**src/rtl/clk_sw_ctrl.sv**
```systemverilog
// clk_sw_ctrl: sequencer for a glitch-free clock switch.
// It gates the clock off, holds it gated for GATE_OFF_CYC cycles, flips the
// mux select, waits SEL_SETTLE_CYC cycles for the mux to settle, then
// re-enables the gate and pulses sw_done. Every output is a flop, so the
// mux/gate cells never see a combinational path from the request inputs.
module clk_sw_ctrl #(
   parameter int GATE_OFF_CYC   = 4,
   parameter int SEL_SETTLE_CYC = 8,
   parameter int CNT_W          = 4
) (
   input  logic clk,
   input  logic rst_b,
   input  logic sw_req,
   input  logic sw_target,
   output logic clk_mux_sel,
   output logic clk_gate_en,
   output logic sw_busy,
   output logic sw_done
);

   // Counter reload values: a phase of N cycles counts N-1 down to 0.
   localparam logic [CNT_W-1:0] GATE_LOAD   = CNT_W'(GATE_OFF_CYC - 1);
   localparam logic [CNT_W-1:0] SETTLE_LOAD = CNT_W'(SEL_SETTLE_CYC - 1);
   localparam logic [CNT_W-1:0] CNT_ZERO    = CNT_W'(0);
   localparam logic [CNT_W-1:0] CNT_ONE     = CNT_W'(1);

   typedef enum logic [1:0] {
      ST_IDLE     = 2'd0,
      ST_GATE_OFF = 2'd1,
      ST_SETTLE   = 2'd2
   } state_t;

   state_t           r_state;
   logic [CNT_W-1:0] r_cnt;
   logic             r_tgt;
   logic             r_sel;
   logic             r_gate;
   logic             r_busy;
   logic             r_done;

   state_t           w_state;
   logic [CNT_W-1:0] w_cnt;
   logic             w_tgt;
   logic             w_sel;
   logic             w_gate;
   logic             w_busy;
   logic             w_done;
   logic             w_cnt_zero;

   assign w_cnt_zero = (r_cnt == CNT_ZERO);

   // Next-state and next-output logic; every next value defaults to "hold",
   // and sw_done defaults low so it can only ever be a single-cycle pulse.
   always_comb begin
      w_state = r_state;
      w_cnt   = r_cnt;
      w_tgt   = r_tgt;
      w_sel   = r_sel;
      w_gate  = r_gate;
      w_busy  = r_busy;
      w_done  = 1'b0;

      case (r_state)
         ST_IDLE: begin
            if (sw_req) begin
               if (sw_target != r_sel) begin
                  // Real switch: gate first, select changes later.
                  w_tgt   = sw_target;
                  w_gate  = 1'b0;
                  w_busy  = 1'b1;
                  w_cnt   = GATE_LOAD;
                  w_state = ST_GATE_OFF;
               end else begin
                  // Already on the requested source: acknowledge only.
                  w_done = 1'b1;
               end
            end else begin
               w_done = 1'b0;
            end
         end

         ST_GATE_OFF: begin
            if (w_cnt_zero) begin
               // Gate has been off long enough; select may now change.
               w_sel   = r_tgt;
               w_cnt   = SETTLE_LOAD;
               w_state = ST_SETTLE;
            end else begin
               w_cnt = r_cnt - CNT_ONE;
            end
         end

         ST_SETTLE: begin
            if (w_cnt_zero) begin
               // Select is stable; the gate never opens in the cycle the
               // select moved because this state lasts at least one cycle.
               w_gate  = 1'b1;
               w_busy  = 1'b0;
               w_done  = 1'b1;
               w_state = ST_IDLE;
            end else begin
               w_cnt = r_cnt - CNT_ONE;
            end
         end

         default: begin
            // Illegal encoding: fall back to a running clock in IDLE with the
            // select untouched, so no glitch is produced on recovery.
            w_state = ST_IDLE;
            w_cnt   = CNT_ZERO;
            w_gate  = 1'b1;
            w_busy  = 1'b0;
            w_done  = 1'b0;
         end
      endcase
   end

   // State and output registers with synchronous active-low reset; reset
   // forces the clock running on source D0 and drops any request in flight.
   always_ff @(posedge clk) begin
      if (!rst_b) begin
         r_state <= ST_IDLE;
         r_cnt   <= CNT_ZERO;
         r_tgt   <= 1'b0;
         r_sel   <= 1'b0;
         r_gate  <= 1'b1;
         r_busy  <= 1'b0;
         r_done  <= 1'b0;
      end else begin
         r_state <= w_state;
         r_cnt   <= w_cnt;
         r_tgt   <= w_tgt;
         r_sel   <= w_sel;
         r_gate  <= w_gate;
         r_busy  <= w_busy;
         r_done  <= w_done;
      end
   end

   assign clk_mux_sel = r_sel;
   assign clk_gate_en = r_gate;
   assign sw_busy     = r_busy;
   assign sw_done     = r_done;

endmodule

```
**config.mk**
```make
export PLATFORM = sky130hd
export DESIGN_NAME = clk_sw_ctrl
export DESIGN_NICKNAME = d
export VERILOG_FILES = /design/src/rtl/clk_sw_ctrl.sv
export SDC_FILE = /design/constraint.sdc
export NUM_CORES = 1
export LEC_CHECK = 0
export ABC_CLOCK_PERIOD_IN_PS = 2000
export CAP_MARGIN = 10
export CORE_AREA = 10 10 47 49
export DETAILED_ROUTE_END_ITERATION = 12
export DIE_AREA = 0 0 57 59
export GPL_ROUTABILITY_DRIVEN = 1
export GPL_TIMING_DRIVEN = 0
export PLACE_DENSITY = 0.76
export SLEW_MARGIN = 20
export SYNTH_ARGS = -nofsm -noshare
export SYNTH_HDL_FRONTEND = slang
export SYNTH_SLANG_ARGS = --single-unit
```
**constraint.sdc**
```tcl
create_clock -name clk -period 2 [get_ports clk]
set_clock_uncertainty 0.05 [all_clocks]
set_input_delay 0.3 -clock clk [delete_from_list [all_inputs] [get_ports clk]]
set_output_delay 0.3 -clock clk [all_outputs]
set_load 0.005 [all_outputs]
```
==> qor.txt <==
status -> finished clean
IO Pins -> 8
post-route cell area -> 727 um^2
TritonCTS clock tree -> yes
Seq/Total Area, Yosys -> 36.8%
commonest non-fill, non-tap cell in the layout -> dfxtp_1
Synth area leaders -> dfxtp_1 (37%), a21oi_1 (5.0%), nor2_1 (4.4%), nor3_1 (4.2%), o21ai_0 (3.3%)
die area -> 3360 um^2
die width -> 57 um
die height -> 59 um
most used flip-flop cell after synthesis -> dfxtp_1
CP Cell Sequence -> inv_1 > ha_1 > nor3b_4 > nor3b_2 > mux2i_1 > nor2_1
Critical Path AT -> 1.88 ns
vias in the first global route -> 487
async set-reset flop share out of synthesis -> 0%
DP Area -> 688 um^2
Cells after Synth -> 69
internal power -> 0.000520 W
critical path class -> reg2reg
initial antenna violation count -> 0
Congestion Overflow GR -> 0
routability cong. -> 0.738
number of post-CTS setup repair buffers -> 0
P_leak -> 0.256 nW
total global-route track usage -> 7.61%
wire per inst -> 13.0 um
Worst-path clk slew -> 0.07 ns
Switch Pwr -> 0.000310 W
worst reg2reg path endpoint -> clk_mux_sel
Slew @ Worst Pin -> 0.392 ns
Total Routed Length -> 1.26 mm
sw frac -> 37.4%
Tot Pwr -> 0.000831 W
slew margin rel. -> 73.8%
Critical R2R Launch -> r_cnt[0]
Port Buf Inserts -> 7
Layout Utilization -> 51.9%
Final TNS setup -> 0 ns
Slowest Stage Delay on Critical Path -> 0.33 ns
Critical Path End -> clk_mux_sel
first-pass GRT wire length -> 2.13 mm
Final ANT Viol Nets -> 0
Post-synth EDFFs -> 0
Critical Path Source -> r_cnt[0]
1st-pass router iterations -> 4
Max Freq -> 562 MHz
non-filler instance count after layout -> 97
Synth top area share -> 36.8%
clk sinks -> 11
Hold/Removal Path Class -> reg2reg
number of inserted diodes -> 0
flop2flop setup slack -> 0.22 ns
clock buffer depth -> 2
Layout area overhead -> 21.5%
share of layout cells above drive strength 1 -> 12.3%
root buffer cell -> clkbuf_4
crit-path max FO -> 6
Vias/cell -> 5.51
CTS Buf Count -> 3
Gate power share -> 44.7%
Clock Latency Late Sink -> 0.27 ns
Avg Inst Size Synth -> 8.67 um^2
crit path launch type -> flip-flop
CTS hold repair buffers -> 0
setup repair after global routing missed its margin -> no
Clk pwr share -> 18.3%
pwr/cell area -> 1140 nW/um^2
Yosys reg bits -> 11
Remaining DRCs -> 0
DP Cell Count -> 92
Cell variety after synth -> 31
H-tree levels -> 1
sequential power share -> 37.0%
data required time of the worst path -> 2.10 ns
largest net degree at the start of global routing -> 11
Pins Over Slew Limit -> 0
Final min period -> 1.78 ns
CP max-delay cell -> nor3b_4
row count -> 14
# setup viols final -> 0
Synth area leader -> dfxtp_1
most frequent cells in the layout -> dfxtp_1 (11), nor2_1 (7), clkdlybuf4s50_1 (7), a21oi_1 (6)
HPWL after detailed placement -> 867 um
Syn Nets -> 74
core footprint -> 1400 um^2
Yosys warnings -> 0
Peak supply drop -> 0.529 mV
max_cap viols -> 0
final worst-path cycle share -> 88.9%
Starting DRT DRC Count -> 7
Starting Density -> 42.7%
Layout Nets -> 87
CP endpoint kind -> flip-flop
via count -> 534
Final Hold Viols -> 0
Worst R2R Path Depth -> 6
Mapped Area -> 598 um^2
## critical path: cells and delay by family, from the launching register on
kind / cells / cell delay, ns
simple gates: 3 / 0.67
flops: 1 / 0.31
fa+ha+maj: 1 / 0.28
mux: 1 / 0.21
buf+inv: 1 / 0.14
## stage by stage
| step | hold WS (ns) | worst slack [ns] |
|---|---|---|
| floorplan | 0.326 | 0.364 |
| global placement | 0.410 | 0.198 |
| detailed placement | 0.416 | 0.142 |
| CTS | 0.425 | 0.119 |
| global route | 0.441 | 0.0527 |
| finish | 0.420 | 0.222 |
## registers in the layout (all words and copies together) (netlist names)
register     cells
r_cnt            4
sw_done          1
r_tgt            1
clk_mux_sel      1
clk_gate_en      1
r_state          2
sw_busy          1
## cell families (layout without fill, tap and decap cells)
family                     Yosys count  after routing  share of synthesized area, %
muxes                                1              1                          1.67
and+or+nand+nor                     23             24                          24.3
DFF                                 11             11                          36.8
adders and majority gates            2              2                          3.77
AOI/OAI and AO/OA                   20             20                          23.2
xor gates and xnor gates             3              3                          4.39
buffers and inverters                9             20                          5.86
## cells in the mapped netlist, drive strengths merged, types with 2 or more instances
library cell	n
a2111oi	2
a211oi	3
a21oi	6
clkbuf	2
dfxtp	11
inv	5
nand2	2
nand3b	2
nand4b	2
nor2	7
nor3	5
nor3b	2
o21ai	4
xnor2	2
## area by class of cell
cell class	count	area [um^2]
fillers	139	674
multi-input cells	50	355
flip-flops and latches	11	220
repair buffers	7	70.1
clock buffers	4	26.3
inverters	6	22.5
well taps	16	20.0
plain buffers	3	12.5
## power groups by stage
stage          combinational (W)  clock, W  sequential [W]
2_1_floorplan           0.000267         0        0.000304
3_3_place_gp            0.000343         0        0.000308
3_5_place_dp            0.000353         0        0.000310
5_1_grt                 0.000418  0.000165        0.000313
6_report                0.000371  0.000152        0.000307
4_1_cts                 0.000360  0.000151        0.000305
## worst min-delay path by stage
stage,start,endpoint,depth (start not counted)
after floorplan,rst_b,clk_gate_en,1
after global placement,sw_busy,sw_busy,2
after detailed placement,sw_busy,sw_busy,2
after CTS,sw_busy,sw_busy,2
after global routing,sw_busy,sw_busy,2
final,sw_busy,sw_busy,2
## routing by layer
layer / part of all wire [%] / global-route usage, % / vias up / routed length [um]
li1: - / - / 275 / -
met5: 0 / 0 / - / 0
met3: 5.4 / 3.43 / 3 / 68
met1: 43 / 7.86 / 249 / 544
met2: 50 / 13.2 / 7 / 634
met4: 1.0 / 3.02 / 0 / 13
## what timing repair did
| action | in CTS | in global routing |
|---|---|---|
| hold endpoints to repair | 0 | 0 |
| endpoints found under the setup margin | 0 | 1 |
| gates resized for setup | 0 | 0 |
(Power assumes the default switching activity.)
